## src/rtl/eth_measurer_pkg.sv

```systemverilog
// rtl/eth_measurer_pkg.sv - shared types and defaults for the latency measurer control path
package eth_measurer_pkg;

   // Default width of the period, timeout and statistics counters
   localparam int CNT_W_DEF = 32;

   // Exchange sequencer states
   typedef enum logic [2:0] {
      ST_IDLE,
      ST_REQ_MAIN,
      ST_WAIT_LOOP_RX,
      ST_REQ_LOOP,
      ST_WAIT_MAIN_RX,
      ST_WAIT_PERIOD
   } ctrl_state_t;

endpackage

```

## src/rtl/eth_measurer_countdown.sv

```systemverilog
// rtl/eth_measurer_countdown.sv - loadable down-counter that saturates at zero
module eth_measurer_countdown
   import eth_measurer_pkg::*;
#(
   parameter int CNT_W = CNT_W_DEF
) (
   input  logic             clk,
   input  logic             rst,
   input  logic             load,
   input  logic [CNT_W-1:0] load_val,
   output logic [CNT_W-1:0] cnt,
   output logic             expire
);

   // Load wins over counting; once drained the counter parks at zero
   always_ff @(posedge clk or posedge rst) begin
      if (rst) begin
         cnt <= '0;
      end else if (load) begin
         cnt <= load_val;
      end else if (cnt != '0) begin
         cnt <= cnt - CNT_W'(1);
      end
   end

   // Last counted cycle of a window; a reload in the same cycle cancels it
   assign expire = (cnt == CNT_W'(1)) && !load;

endmodule

```

## src/rtl/eth_measurer_ctrl.sv

```systemverilog
// rtl/eth_measurer_ctrl.sv - ping/pong exchange sequencer with timeouts and loss statistics
module eth_measurer_ctrl
   import eth_measurer_pkg::*;
#(
   parameter int CNT_W = CNT_W_DEF
) (
   input  logic             clk,
   input  logic             rst,
   input  logic             enable,
   input  logic [CNT_W-1:0] period,
   input  logic [CNT_W-1:0] timeout,
   output logic             main_tx_req,
   input  logic             main_tx_begin,
   input  logic             loop_rx_end,
   output logic             loop_tx_req,
   input  logic             loop_tx_begin,
   input  logic             main_rx_end,
   output logic             loop_rx_timeout,
   output logic             main_rx_timeout,
   output logic             busy,
   output logic [CNT_W-1:0] exchange_count,
   output logic [CNT_W-1:0] loss_count
);

   ctrl_state_t      state;
   ctrl_state_t      state_nx;

   logic [CNT_W-1:0] period_q;
   logic [CNT_W-1:0] timeout_q;
   logic [CNT_W-1:0] tcnt;
   logic [CNT_W-1:0] pcnt;

   logic             t_load;
   logic             p_load;
   logic             t_expire;
   logic             p_expire_unused;
   logic             p_zero;

   logic             latch_cfg;
   logic             loop_to;
   logic             main_to;
   logic             exc_inc;
   logic             loss_inc;

   // The leg timer restarts on every leg start event; the period timer only on the ping
   assign t_load = ((state == ST_REQ_MAIN)     && main_tx_begin) ||
                   ((state == ST_WAIT_LOOP_RX) && loop_rx_end)   ||
                   ((state == ST_REQ_LOOP)     && loop_tx_begin);
   assign p_load = (state == ST_REQ_MAIN) && main_tx_begin;
   assign p_zero = (pcnt == '0);

   eth_measurer_countdown #(
      .CNT_W    (CNT_W)
   ) u_tcnt (
      .clk      (clk),
      .rst      (rst),
      .load     (t_load),
      .load_val (timeout_q),
      .cnt      (tcnt),
      .expire   (t_expire)
   );

   eth_measurer_countdown #(
      .CNT_W    (CNT_W)
   ) u_pcnt (
      .clk      (clk),
      .rst      (rst),
      .load     (p_load),
      .load_val (period_q),
      .cnt      (pcnt),
      .expire   (p_expire_unused)
   );

   // State register
   always_ff @(posedge clk or posedge rst) begin
      if (rst) begin
         state <= ST_IDLE;
      end else begin
         state <= state_nx;
      end
   end

   // Next state and single-cycle decisions; a terminating event always beats expiry
   always_comb begin
      state_nx  = state;
      latch_cfg = 1'b0;
      loop_to   = 1'b0;
      main_to   = 1'b0;
      case (state)
         ST_IDLE: begin
            if (enable) begin
               latch_cfg = 1'b1;
               state_nx  = ST_REQ_MAIN;
            end
         end
         ST_REQ_MAIN: begin
            if (main_tx_begin) begin
               state_nx = ST_WAIT_LOOP_RX;
            end
         end
         ST_WAIT_LOOP_RX: begin
            if (loop_rx_end) begin
               state_nx = ST_REQ_LOOP;
            end else if (t_expire) begin
               loop_to  = 1'b1;
               state_nx = ST_WAIT_PERIOD;
            end
         end
         ST_REQ_LOOP: begin
            if (loop_tx_begin) begin
               state_nx = ST_WAIT_MAIN_RX;
            end else if (t_expire) begin
               main_to  = 1'b1;
               state_nx = ST_WAIT_PERIOD;
            end
         end
         ST_WAIT_MAIN_RX: begin
            if (main_rx_end) begin
               state_nx = ST_WAIT_PERIOD;
            end else if (t_expire) begin
               main_to  = 1'b1;
               state_nx = ST_WAIT_PERIOD;
            end
         end
         ST_WAIT_PERIOD: begin
            if (p_zero) begin
               if (enable) begin
                  latch_cfg = 1'b1;
                  state_nx  = ST_REQ_MAIN;
               end else begin
                  state_nx = ST_IDLE;
               end
            end
         end
         default: begin
            state_nx = ST_IDLE;
         end
      endcase
   end

   assign exc_inc  = (state_nx == ST_WAIT_PERIOD) && (state != ST_WAIT_PERIOD);
   assign loss_inc = loop_to || main_to;

   // Configuration snapshot; a zero timeout is widened to one cycle
   always_ff @(posedge clk or posedge rst) begin
      if (rst) begin
         period_q  <= '0;
         timeout_q <= '0;
      end else if (latch_cfg) begin
         period_q  <= period;
         timeout_q <= (timeout == '0) ? CNT_W'(1) : timeout;
      end
   end

   // Registered outputs; requests drop as soon as their state is left
   always_ff @(posedge clk or posedge rst) begin
      if (rst) begin
         main_tx_req     <= 1'b0;
         loop_tx_req     <= 1'b0;
         loop_rx_timeout <= 1'b0;
         main_rx_timeout <= 1'b0;
         busy            <= 1'b0;
      end else begin
         main_tx_req     <= (state == ST_REQ_MAIN) && (state_nx == ST_REQ_MAIN);
         loop_tx_req     <= (state == ST_REQ_LOOP) && (state_nx == ST_REQ_LOOP);
         loop_rx_timeout <= loop_to;
         main_rx_timeout <= main_to;
         busy            <= (state_nx != ST_IDLE);
      end
   end

   // Statistics counters stick at all-ones instead of wrapping
   always_ff @(posedge clk or posedge rst) begin
      if (rst) begin
         exchange_count <= '0;
         loss_count     <= '0;
      end else begin
         if (exc_inc && (exchange_count != '1)) begin
            exchange_count <= exchange_count + CNT_W'(1);
         end
         if (loss_inc && (loss_count != '1)) begin
            loss_count <= loss_count + CNT_W'(1);
         end
      end
   end

endmodule

```

## config.mk

```make
export PLATFORM = sky130hd
export DESIGN_NAME = eth_measurer_ctrl
export DESIGN_NICKNAME = d
export VERILOG_FILES = /design/src/rtl/eth_measurer_pkg.sv /design/src/rtl/eth_measurer_countdown.sv /design/src/rtl/eth_measurer_ctrl.sv
export SDC_FILE = /design/constraint.sdc
export NUM_CORES = 1
export LEC_CHECK = 0
export CORE_ASPECT_RATIO = 0.6
export CORE_MARGIN = 2
export CORE_UTILIZATION = 62
export CTS_BUF_LIST = sky130_fd_sc_hd__clkbuf_4
export CTS_CLUSTER_DIAMETER = 120
export DETAILED_ROUTE_END_ITERATION = 6
export DONT_BUFFER_PORTS = 1
export PLACE_DENSITY = 0.78
export SYNTH_ARGS = -nofsm -noshare
export SYNTH_HDL_FRONTEND = slang
export SYNTH_SLANG_ARGS = --single-unit
export TNS_END_PERCENT = 10
```

## constraint.sdc

```tcl
create_clock -name clk -period 12.8 [get_ports clk]
set_clock_uncertainty 0.05 [all_clocks]
set_input_delay 0.64 -clock clk [delete_from_list [all_inputs] [get_ports clk]]
set_output_delay 0.64 -clock clk [all_outputs]
set_load 0.05 [all_outputs]
```

# Word-level counts from Yosys, hierarchy flattened

Index checks and enable logic that the tools add are counted.

Register bits after elaboration: 200
Logic and storage cells: 72

Add/sub/neg operators: 4
Reduce and logical (&&, ||, !) cells: 21
Mux-type cells: 23
Eq/ne operators: 12

Operators by type and width:

| operator                | count |
|---|---|
| $mux W32                | 5 |
| $add A32 B1 Y32 const B | 2 |
| $logic_not A32 Y1       | 2 |
| $ne A32 B32 Y1 const B  | 2 |
| $reduce_bool A32 Y1     | 2 |
| $sub A32 B1 Y32 const B | 2 |
| $eq A32 B1 Y1 const B   | 1 |
| $mux W3                 | 7 |
| $pmux W3 S6             | 1 |
| $eq A3 B2 Y1 const B    | 3 |
| $eq A3 B3 Y1 const B    | 3 |
| $logic_and A1 B1 Y1     | 9 |
| $mux W1                 | 8 |
| $eq A3 B1 Y1 const B    | 2 |
| $pmux W1 S2             | 2 |
| $reduce_bool A2 Y1      | 2 |
| $logic_not A3 Y1        | 1 |
| $logic_or A1 B1 Y1      | 3 |
| $ne A3 B3 Y1 const B    | 1 |
| $reduce_bool A3 Y1      | 1 |
| $logic_not A1 Y1        | 1 |

# Longest topological paths before layout

Gate-level depths: netlist (run 1).

Depth after elaboration: 12
Mapped depth: 11

# Modules after synthesis

Synthesis (run 1) repeated with hierarchy kept, for this count alone.

Cell total of the unflattened synthesis: 914
Area total of the unflattened synthesis: 10068.4 um2

By module, submodules not included:

| module                 | area each (um2) | times used | cells an instance |
|---|---|---|---|
| eth_measurer_ctrl      | 6157.2          | 1          | 494 |
| eth_measurer_countdown | 1955.6          | 2          | 210 |

# Least setup slack after synthesis (run 1)

Ideal clock, no wire load.

Path type: flip-flop to flip-flop
Start: register u_pcnt.cnt[12]
End: register period_q[22]
Buffers on the path: 2
Library setup time: 0.125 ns
Stages on the path, launching flop included: 9
Slack: 9.987 ns
Arrival time: 2.638 ns
Cells stage by stage: dfrtp_1 > or4_4 > or4b_4 > nor3_4 > and3_1 > o21ai_1 > buf_6 > buf_6 > mux2_4

Word-level cells in the longest chain between the ends: 3

Ends and longest elaborated chain:

| item                     | RTL line                     | source |
|---|---|---|
| start: declaration       | eth_measurer_countdown.sv:11 | `output logic [CNT_W-1:0] cnt,` |
| start signal: assignment | eth_measurer_countdown.sv:20 | `cnt <= load_val;` |
| start signal: assignment | eth_measurer_countdown.sv:22 | `cnt <= cnt - CNT_W'(1);` |
| $logic_not A32 Y1        | eth_measurer_ctrl.sv:50      | `assign p_zero = (pcnt == '0);` |
| $mux W1                  | eth_measurer_ctrl.sv:126     | `if (p_zero) begin` |
| $pmux W1 S2              | eth_measurer_ctrl.sv:89      | `case (state)` |
| end signal: assignment   | eth_measurer_ctrl.sv:150     | `period_q <= period;` |
| end: declaration         | eth_measurer_ctrl.sv:28      | `logic [CNT_W-1:0] period_q;` |

Every way passes these cells.
A chain may end at the register's enable or synchronous reset.

# Final worst setup path (run 1)

Start: register u_pcnt.cnt[6]
End: register timeout_q[23]

Word-level cells in the longest chain between the ends: 3

Ends and longest elaborated chain:

| item                   | RTL line                 | source |
|---|---|---|
| $logic_not A32 Y1      | eth_measurer_ctrl.sv:50  |  |
| $mux W1                | eth_measurer_ctrl.sv:126 |  |
| $pmux W1 S2            | eth_measurer_ctrl.sv:89  |  |
| end signal: assignment | eth_measurer_ctrl.sv:151 | `timeout_q <= (timeout == '0) ? CNT_W'(1) : timeout;` |
| end: declaration       | eth_measurer_ctrl.sv:29  | `logic [CNT_W-1:0] timeout_q;` |

Every way passes these cells.

==> results.toml, run 1 <==
[place]
place.detailed.hpwl_um = 14400
number_of_buffer_cells_added_on_primary_ports = 0
routabilityCongestion = 0.883
pre_cts_slack_ns = 8.76

[cts]
cts_hold_buffers = 0
cts_inserted_buffers = 17
clock_sinks = 200
clock_tree.root_cell = "sky130_fd_sc_hd__clkbuf_4"
cts_setup_buffers = 0
ctsHtreeMaxLevel = 4
post_cts.resized_instances = 0
clockBufferDepth = 2
worst_setup_hold_path_clk_slew_ns = 0.18
cts_tree = "yes"
clk_latency_ns = 0.57

[sta]
final.setup.worst_slack_ns = 8.73
period_share_pct = 31.8
finalSetupViolations = 0
fin_worst_hold_slack_ns = 0.0129
grt_setup_unrepaired = "no"
worst_slew_margin_pct = 27.1
max_slew.worst_pin.slew_ns = 1.09
final.setup.tns_ns = 0
timing.final.max_slew_violations = 0
fmax_mhz = 246
time_the_worst_path_needs_with_i_o_delays_and_setup_ns = 4.07
final-hold-violation-count = 0

[synthesis]
synth.most_common_cell = "sky130_fd_sc_hd__dfrtp_1"
yosys-top-cells-area = "sky130_fd_sc_hd__dfrtp_1, sky130_fd_sc_hd__xnor2_1, sky130_fd_sc_hd__mux2_4, sky130_fd_sc_hd__nand2_1, sky130_fd_sc_hd__nor2_1"
post_synth_most_frequent_cells = "sky130_fd_sc_hd__dfrtp_1, sky130_fd_sc_hd__nand2_1, sky130_fd_sc_hd__xnor2_1"
synthFlopType = "sky130_fd_sc_hd__dfrtp_1"
synth_simple_gate_area_share_pct = 18.8
post_synth_num_cell_types = 57
yosys.area_share.adder_pct = 0.900
synth_top_cell_by_area = "sky130_fd_sc_hd__dfrtp_1"
synthArstFlopShare_pct = 100
syn_inst = 898
synth-edff-count = 0
yosys.area_share.xor_xnor_pct = 10.4
combinational_family_with_the_most_area_after_synthesis = "simple AND/OR/NAND/NOR gates"
synth_mux_area_share_pct = 9.79
synth_seq_area_share_pct = 51.4
synth_top_area_share_pct = 51.4
syn-mean-instance-area_um2 = 10.8
postSynthNetCount = 976
postSynthRegisterBits = 200
yosys_warnings = 0
synth-compound-area-share_pct = 6.26
post_synth_instance_area_um2 = 9730

[routing]
totalWireLength_um = 20500
drcViolationCount = 0
dr_wl_cell_um = 18.6
drt-initial-drc-count = 567
detailroute.via_count = 6651
vias_per_cell = 6.03
route.antenna.remaining_nets = 0
firstDrtPassIters = 5

[die]
row_count = 35
initial_cell_density_of_the_core_pct = 63.5
fp.coreArea_um2 = 15300
die_w_um = 166
top_level_ports = 140
floorplan.die_area_um2 = 16700
fp.dieH_um = 101

[grt]
grt_pass1_vias = 6411
grt_pass1_wl_um = 33600
antenna_found_initial = 1
grt-ovfl-total = 0
maximum_number_of_pins_on_one_net_before_global_route_repair = 130
global_route.usage.total_pct = 25.2

[status]
outcome = "complete, no violations"

[job]
number_of_max_cap_violations = 0

[pwr]
power-per-cell-area_nw_per_um2 = 95.6
irDropWorstVdd_mv = 0.0628
power_leakage_uw = 0.00422

[setup_path]
maximum_net_fanout_on_the_critical_path = 43
cp.required_ns = 13.22
setup.worst_path.end_class = "flip-flop"
worstSetupPathType = "flip-flop to flip-flop"
critical_path_arrival_ns = 4.49
critical_path.startpoint_type = "flip-flop"

[hold_path]
holdCritPathClass = "input pin to async pin"

[final_layout]
finalCoreUtilization_pct = 66.1
insertedDiodeCount = 0
num-fill-cells = 1188
area_delta_synth_final_pct = 4.21
post_route_cells_drive_above_1_share_pct = 12.7
fin_nets = 965
[per-stage QoR]
stage | instance area (µm²) | std cells | power (µW)
after floorplan | 9730 | 898 | 655
after global placement | 9870 | 1071 | 659
after detailed placement | 9870 | 1071 | 659
after CTS | 10100 | 1103 | 975
after global routing | 10100 | 1103 | 1010
final | 10100 | 1103 | 969
[cells by family after synthesis]
family	Yosys count
and+or+nand+nor	361
DFF	200
xor gates and xnor gates	116
AOI/OAI and AO/OA	97
muxes	69
buffers and inverters	48
adders and majority gates	7
[routing by layer]
| metal | vias up | track usage, % | share of wire (%) | wire, µm |
|---|---|---|---|---|
| li1 | 3140 | - | - | - |
| met1 | 3270 | 38.1 | 49 | 10100 |
| met5 | - | 0 | 0 | 0 |
| met4 | 0 | 7.09 | 1.2 | 250 |
| met2 | 217 | 36.4 | 43 | 8930 |
| met3 | 24 | 6.20 | 6.0 | 1220 |
[final cells by class]
cell class / instances / area [µm²] / share of cell area [%]
repair buffers: 4 / 30.0 / 0.296
well taps: 203 / 254 / 2.51
multi-input cells: 650 / 4520 / 44.6
flip-flops and latches: 200 / 5000 / 49.4
clock buffers: 18 / 135 / 1.33
inverters: 14 / 60.1 / 0.592
clock inverters: 14 / 135 / 1.33
[sequential cells by signal (all words and copies together) (netlist names)]
register,cells
main_tx_req,1
loop_tx_req,1
loop_rx_timeout,1
busy,1
timeout_q,32
main_rx_timeout,1
exchange_count,32
u_pcnt.cnt,32
u_tcnt.cnt,32
state,3
period_q,32
loss_count,32
[worst paths after layout]
kind | slack, ns | endpoint | depth (start not counted) | from
min in group clk | 0.07 | main_tx_req$_DFF_PP0_ | 1 | main_tx_begin
hold reg to reg | 0.44 | u_tcnt.cnt[7]$_DFFE_PP0P_ | 1 | timeout_q[7]$_DFFE_PP0P_
max in group asynchronous | 11.29 | u_pcnt.cnt[20]$_DFFE_PP0P_ | 2 | rst
setup / recovery | 8.73 | timeout_q[23]$_DFFE_PP0P_ | 7 | u_pcnt.cnt[6]$_DFFE_PP0P_
hold / removal | 0.01 | exchange_count[1]$_DFFE_PP0P_ | 1 | rst
setup reg to reg | 8.73 | timeout_q[23]$_DFFE_PP0P_ | 7 | u_pcnt.cnt[6]$_DFFE_PP0P_
[cell usage in the layout, fill, tap and decap left out, types with 10 or more instances in the layout]
cell type and count:
sky130_fd_sc_hd__nor3_1 27, sky130_fd_sc_hd__o21ai_0 39, sky130_fd_sc_hd__nand3_1 36, sky130_fd_sc_hd__or3_1 11, sky130_fd_sc_hd__mux2_2 17, sky130_fd_sc_hd__or4_1 12, sky130_fd_sc_hd__mux2_4 48, sky130_fd_sc_hd__and3_1 10
sky130_fd_sc_hd__nand2_1 103, sky130_fd_sc_hd__clkbuf_4 18, sky130_fd_sc_hd__nor4_1 23, sky130_fd_sc_hd__dfrtp_1 200, sky130_fd_sc_hd__xnor2_1 88, sky130_fd_sc_hd__nor2_1 69, sky130_fd_sc_hd__xor2_1 28, sky130_fd_sc_hd__a21oi_1 10
sky130_fd_sc_hd__inv_1 13, sky130_fd_sc_hd__nand4_1 29, sky130_fd_sc_hd__o31ai_1 21
[power by group]
| part | internal [µW] | switching (µW) | total (µW) |
|---|---|---|---|
| clock network | 88.6 | 234 | 323 |
| logic | 1.65 | 12.3 | 14.0 |
| registers | 632 | 0 | 632 |
[critical path, stage by stage, from the launching register on]
cell and delay [ns]:
sky130_fd_sc_hd__dfrtp_1 0.45, sky130_fd_sc_hd__or4_1 0.63, sky130_fd_sc_hd__or4b_4 0.55, sky130_fd_sc_hd__nor3_4 0.83
sky130_fd_sc_hd__and3_1 0.31, sky130_fd_sc_hd__o21ai_4 0.26, sky130_fd_sc_hd__buf_4 0.46, sky130_fd_sc_hd__mux2_4 0.39
Power figures use the tool's default switching activity.
==> run 2, diff against run 1 <==
--- a/config.mk
+++ b/config.mk
@@ -7,12 +7,12 @@
 export LEC_CHECK = 0
 export CORE_ASPECT_RATIO = 0.6
 export CORE_MARGIN = 2
-export CORE_UTILIZATION = 62
+export CORE_UTILIZATION = 60
 export CTS_BUF_LIST = sky130_fd_sc_hd__clkbuf_4
 export CTS_CLUSTER_DIAMETER = 120
 export DETAILED_ROUTE_END_ITERATION = 6
 export DONT_BUFFER_PORTS = 1
-export PLACE_DENSITY = 0.78
+export PLACE_DENSITY = 0.79
 export SYNTH_ARGS = -nofsm -noshare
 export SYNTH_HDL_FRONTEND = slang
 export SYNTH_SLANG_ARGS = --single-unit
==> constraint.sdc (replaced) <==
create_clock -name clk -period 3.47 [get_ports clk]
set_clock_uncertainty 0.05 [all_clocks]
set_input_delay 0.1735 -clock clk [delete_from_list [all_inputs] [get_ports clk]]
set_output_delay 0.1735 -clock clk [all_outputs]
set_load 0.05 [all_outputs]
==> run 2 against run 1 <==
Net effect: core utilization is 5.3 points higher; clock power rose to 4.0 times the previous value; total power grew to 3.9 times the previous value; register-to-register slack got worse by 8.4 ns; sequential power rose to 3.7 times the previous value; largest cell class unchanged; critical endpoint is now loss_count[31]$_DFFE_PP0P_; hold slack gained 0.065 ns; via count is 6.1% higher.
==> results.toml, run 2 (same netlist as run 1, synthesis figures left out) <==
[die]
die_w_um = 168
initial_cell_density_of_the_core_pct = 62.4
row_count = 35
fp.dieH_um = 103
floorplan.die_area_um2 = 17300
fp.coreArea_um2 = 15600
top_level_ports = 140

[routing]
drcViolationCount = 0
totalWireLength_um = 21600
drt-initial-drc-count = 633
detailroute.via_count = 7056
vias_per_cell = 5.86
firstDrtPassIters = 4
route.antenna.remaining_nets = 0
dr_wl_cell_um = 17.9

[grt]
grt-ovfl-total = 0
grt_pass1_wl_um = 35900
maximum_number_of_pins_on_one_net_before_global_route_repair = 120
grt_pass1_vias = 7001
antenna_found_initial = 0
global_route.usage.total_pct = 26.2

[sta]
final-hold-violation-count = 0
final.setup.tns_ns = 0
fin_worst_hold_slack_ns = 0.0783
max_slew.worst_pin.slew_ns = 1.03
grt_setup_unrepaired = "no"
worst_slew_margin_pct = 31.3
period_share_pct = 89.2
time_the_worst_path_needs_with_i_o_delays_and_setup_ns = 3.10
finalSetupViolations = 0
fmax_mhz = 323
timing.final.max_slew_violations = 0

[pwr]
report.power.total_uw = 3740
irDropWorstVdd_mv = 0.238
switching_share_pct = 25.5
p_clk_share_pct = 34.3
power_leakage_uw = 0.00470
intPower_uw = 2790
combPwrFrac_pct = 3.4
seq_power_share_pct = 62.3
power_spent_charging_and_discharging_nets_uw = 954
power-per-cell-area_nw_per_um2 = 336

[setup_path]
r2r_end = "loss_count[31]$_DFFE_PP0P_"
critical_path.startpoint_type = "flip-flop"
critical_path_arrival_ns = 3.50
worstReg2RegStart = "u_tcnt.cnt[14]$_DFFE_PP0P_"
endpoint = "loss_count[31]$_DFFE_PP0P_"
setup.worst_path.end_class = "flip-flop"
cp.required_ns = 3.87
crit_path_start = "u_tcnt.cnt[14]$_DFFE_PP0P_"
worstSetupPathType = "flip-flop to flip-flop"
maximum_net_fanout_on_the_critical_path = 8
ff2ff_setup_slack_ns = 0.37
r2r.worst_path.cells = 8

[final_layout]
final_cell_area_um2 = 11100
post_route_cells_drive_above_1_share_pct = 14.5
area_delta_synth_final_pct = 14.4
most-common-layout-cells = "sky130_fd_sc_hd__dfrtp_1, sky130_fd_sc_hd__nand2_1, sky130_fd_sc_hd__xnor2_1"
mostFrequentLayoutCell = "sky130_fd_sc_hd__dfrtp_1"
fin_nets = 1067
insertedDiodeCount = 0

[cts]
clockBufferDepth = 2
clk_latency_ns = 0.58
cts_tree = "yes"
cts_hold_buffers = 69
worst_setup_hold_path_clk_slew_ns = 0.17
ctsHtreeMaxLevel = 4
clock_tree.root_cell = "sky130_fd_sc_hd__clkbuf_4"
cts_setup_buffers = 0
clock_sinks = 200
post_cts.resized_instances = 0
cts_inserted_buffers = 17

[status]
outcome = "complete, no violations"

[place]
place.detailed.hpwl_um = 14300
routabilityCongestion = 0.837
placed_cell_area_um2 = 10100
number_of_buffer_cells_added_on_primary_ports = 0

[hold_path]
holdCritPathClass = "input pin to flip-flop"

[job]
number_of_max_cap_violations = 0
run 2: cell types whose count changed in the layout (fill, tap and decap cells not counted), moves of 2 or more:
cell	before	now
sky130_fd_sc_hd__clkinv_2	2	0
sky130_fd_sc_hd__buf_12	0	2
sky130_fd_sc_hd__clkinv_8	2	4
sky130_fd_sc_hd__clkinv_1	0	2
sky130_fd_sc_hd__buf_4	4	35
sky130_fd_sc_hd__dlygate4sd3_1	0	69
sky130_fd_sc_hd__clkinv_4	3	1
run 2: area by class of cell:
class | instances | area [µm²]
repair buffers | 106 | 993
inverters | 14 | 56.3
multi-input cells | 650 | 4520
clock inverters | 15 | 178
clock buffers | 17 | 128
fillers | 1110 | 4460
well taps | 203 | 254
flip-flops and latches | 200 | 5000
run 2: power by group through the flow:
stage / Sequential (µW) / Combinational (µW) / Clock, µW
after floorplan: 2380 / 40.1 / 0
after global placement: 2370 / 58.0 / 0
after detailed placement: 2370 / 58.3 / 0
after CTS: 2330 / 129 / 1310
after global routing: 2330 / 142 / 1410
final: 2330 / 127 / 1280
run 2: worst min path at each step:
stage                       start                   endpoint  cells after the start
finish              main_tx_begin  u_pcnt.cnt[5]$_DFFE_PP0P_                      2
global route          timeout[30]   timeout_q[0]$_DFFE_PP0P_                      5
CTS                   timeout[30]   timeout_q[0]$_DFFE_PP0P_                      5
detailed placement  main_tx_begin      main_tx_req$_DFF_PP0_                      1
global placement    main_tx_begin      main_tx_req$_DFF_PP0_                      1
floorplan           main_tx_begin      main_tx_req$_DFF_PP0_                      1
run 2: critical path, cell delays in order (launching register included):
cell and delay (ns):
sky130_fd_sc_hd__dfrtp_1 0.46, sky130_fd_sc_hd__or4_1 0.60, sky130_fd_sc_hd__nand4b_1 0.31, sky130_fd_sc_hd__nor4_2 0.52, sky130_fd_sc_hd__o2111ai_1 0.33, sky130_fd_sc_hd__nor3_2 0.24
sky130_fd_sc_hd__buf_4 0.18, sky130_fd_sc_hd__nand4_1 0.12, sky130_fd_sc_hd__xnor2_1 0.16
run 2: metal layers:
layer,part of all wire [%],global-route usage (%),routed length [µm],up-vias
met5,0,0,0,-
li1,-,-,-,3344
met2,45,39.9,9720,180
met1,49,39.1,10600,3511
met3,4.7,5.30,1020,21
met4,1.1,6.37,227,0
run 2: through the flow:
step	cells	setup slack (ns)	util [%]
finish	1205	0.373	71.4
global route	1205	0.190	71.4
CTS	1205	0.413	71.4
detailed placement	1104	0.402	65.0
global placement	1104	0.455	65.0
floorplan	898	0.657	-
==> run 3, diff against run 2 <==
--- a/config.mk
+++ b/config.mk
@@ -12,6 +12,7 @@
 export CTS_CLUSTER_DIAMETER = 120
 export DETAILED_ROUTE_END_ITERATION = 6
 export DONT_BUFFER_PORTS = 1
+export GPL_TIMING_DRIVEN = 0
 export PLACE_DENSITY = 0.79
 export SYNTH_ARGS = -nofsm -noshare
 export SYNTH_HDL_FRONTEND = slang
==> run 3 against run 2 <==
Net effect: critical path depth did not move; via count rose by 2.3%; setup slack got worse by 0.23 ns; global-route usage rose by 1.9 points; non-clock buffer count rose by 3; total power rose by 0.79%; largest cell class unchanged.
==> results.toml, run 3 (same netlist as run 1, synthesis figures left out) <==
[final_layout]
area_delta_synth_final_pct = 14.2
most-common-layout-cells = "sky130_fd_sc_hd__dfrtp_1, sky130_fd_sc_hd__nand2_1, sky130_fd_sc_hd__xnor2_1"
final_cell_area_um2 = 11100
fin_nets = 1070
post_route_cells_drive_above_1_share_pct = 12.4
finalCoreUtilization_pct = 71.3
mostFrequentLayoutCell = "sky130_fd_sc_hd__dfrtp_1"
insertedDiodeCount = 0

[cts]
clock_sinks = 200
worst_setup_hold_path_clk_slew_ns = 0.19
ctsHtreeMaxLevel = 4
clk_latency_ns = 0.58
cts_tree = "yes"
clockBufferDepth = 2
cts_inserted_buffers = 17
clock_tree.root_cell = "sky130_fd_sc_hd__clkbuf_4"

[die]
row_count = 35
fp.dieH_um = 103
floorplan.die_area_um2 = 17300
die_w_um = 168
initial_cell_density_of_the_core_pct = 62.4
fp.coreArea_um2 = 15600
top_level_ports = 140

[setup_path]
maximum_net_fanout_on_the_critical_path = 10
crit_path_start = "u_tcnt.cnt[2]$_DFFE_PP0P_"
r2r_end = "exchange_count[12]$_DFFE_PP0P_"
setup.worst_path.end_class = "flip-flop"
worstSetupPathType = "flip-flop to flip-flop"
critical_path_arrival_ns = 3.75
worstReg2RegStart = "u_tcnt.cnt[2]$_DFFE_PP0P_"
critical_path.startpoint_type = "flip-flop"
ff2ff_setup_slack_ns = 0.15
cp.required_ns = 3.89
endpoint = "exchange_count[12]$_DFFE_PP0P_"
r2r.worst_path.cells = 8

[status]
outcome = "complete, no violations"

[sta]
final.setup.tns_ns = 0
worst_slew_margin_pct = 43.0
finalSetupViolations = 0
grt_setup_unrepaired = "no"
timing.final.max_slew_violations = 0
max_slew.worst_pin.slew_ns = 0.853
period_share_pct = 95.8
fmax_mhz = 301
time_the_worst_path_needs_with_i_o_delays_and_setup_ns = 3.32
final-hold-violation-count = 0

[pwr]
power_spent_charging_and_discharging_nets_uw = 973
p_clk_share_pct = 34.6
power_leakage_uw = 0.00466
combPwrFrac_pct = 3.6
intPower_uw = 2800
irDropWorstVdd_mv = 0.179
power-per-cell-area_nw_per_um2 = 340
seq_power_share_pct = 61.8
switching_share_pct = 25.8
report.power.total_uw = 3770

[routing]
firstDrtPassIters = 5
dr_wl_cell_um = 19.4
detailroute.via_count = 7218
totalWireLength_um = 23400
drcViolationCount = 0
drt-initial-drc-count = 505
route.antenna.remaining_nets = 0
vias_per_cell = 5.98

[grt]
grt_pass1_vias = 7199
grt_pass1_wl_um = 38000
antenna_found_initial = 0
maximum_number_of_pins_on_one_net_before_global_route_repair = 41
global_route.usage.total_pct = 28.2
grt-ovfl-total = 0

[place]
routabilityCongestion = 0.893
number_of_buffer_cells_added_on_primary_ports = 0
place.detailed.hpwl_um = 16100
placed_cell_area_um2 = 10100

[job]
number_of_max_cap_violations = 0

[hold_path]
holdCritPathClass = "input pin to async pin"
-- run 3: cell count changes in the layout (fill, tap and decap cells not counted), moves of 2 or more --
| cell | delta |
|---|---|
| sky130_fd_sc_hd__buf_4 | -34 |
| sky130_fd_sc_hd__buf_2 | +3 |
| sky130_fd_sc_hd__buf_12 | +3 |
| sky130_fd_sc_hd__inv_6 | +2 |
| sky130_fd_sc_hd__buf_6 | +6 |
| sky130_fd_sc_hd__clkbuf_1 | +24 |
-- run 3: worst min path at each step --
stage          slack, ns                   endpoint  depth (start not counted)     startpoint
5_1_grt             0.03   timeout_q[0]$_DFFE_PP0P_                          5    timeout[23]
3_5_place_dp         0.1  timeout_q[25]$_DFFE_PP0P_                          1            rst
2_1_floorplan       0.19      main_tx_req$_DFF_PP0_                          1  main_tx_begin
4_1_cts             0.02   timeout_q[0]$_DFFE_PP0P_                          5    timeout[23]
6_report            0.07  timeout_q[23]$_DFFE_PP0P_                          2            rst
3_3_place_gp        0.20      main_tx_req$_DFF_PP0_                          1  main_tx_begin
-- run 3: metrics by stage --
step                cells  setup WS, ns  hold WS (ns)
floorplan             898         0.657         0.194
global placement     1101        -0.421         0.198
detailed placement   1106         0.118        0.0985
CTS                  1207        0.0312        0.0166
global route         1208        0.0147        0.0264
finish               1208         0.146        0.0677
-- run 3: timing repair --
action	CTS	global route
endpoints found under the hold margin	170	0
resized for setup	0	5
endpoints found under the setup margin	0	24
setup buffers	0	1
hold buffers	69	0
-- run 3: layout make-up --
cell class	instances	area (µm²)
clock inverter	15	175
buffer	34	178
fill	1174	4480
timing repair buffer	75	798
inverter	14	56.3
multi-input combinational	650	4520
tap	203	254
clock buffer	17	128
sequential	200	5000
-- run 3: worst max-delay path, stage by stage, from the launching register on --
cell                       delay, ns
sky130_fd_sc_hd__dfrtp_1        0.49
sky130_fd_sc_hd__nor4_1         0.68
sky130_fd_sc_hd__nand4b_1       0.37
sky130_fd_sc_hd__nor4_4         0.47
sky130_fd_sc_hd__nand3_1        0.18
sky130_fd_sc_hd__a21oi_2        0.35
sky130_fd_sc_hd__buf_2          0.29
sky130_fd_sc_hd__nand4_1        0.16
sky130_fd_sc_hd__xnor2_1        0.17
-- run 3: power by group through the flow --
stage	Clock [µW]	Combinational, µW	Sequential (µW)
CTS	1320	138	2330
floorplan	0	40.1	2380
finish	1300	136	2330
detailed placement	0	67.9	2370
global route	1430	151	2330
global placement	0	53.7	2380
-- run 3: routing by layer --
layer | wire length [µm] | global-route usage [%] | part of all wire, %
met1 | 11300 | 41.8 | 48
met2 | 10300 | 42.0 | 44
met3 | 1430 | 5.41 | 6.1
met4 | 448 | 9.68 | 1.9
met5 | 0 | 0 | 0
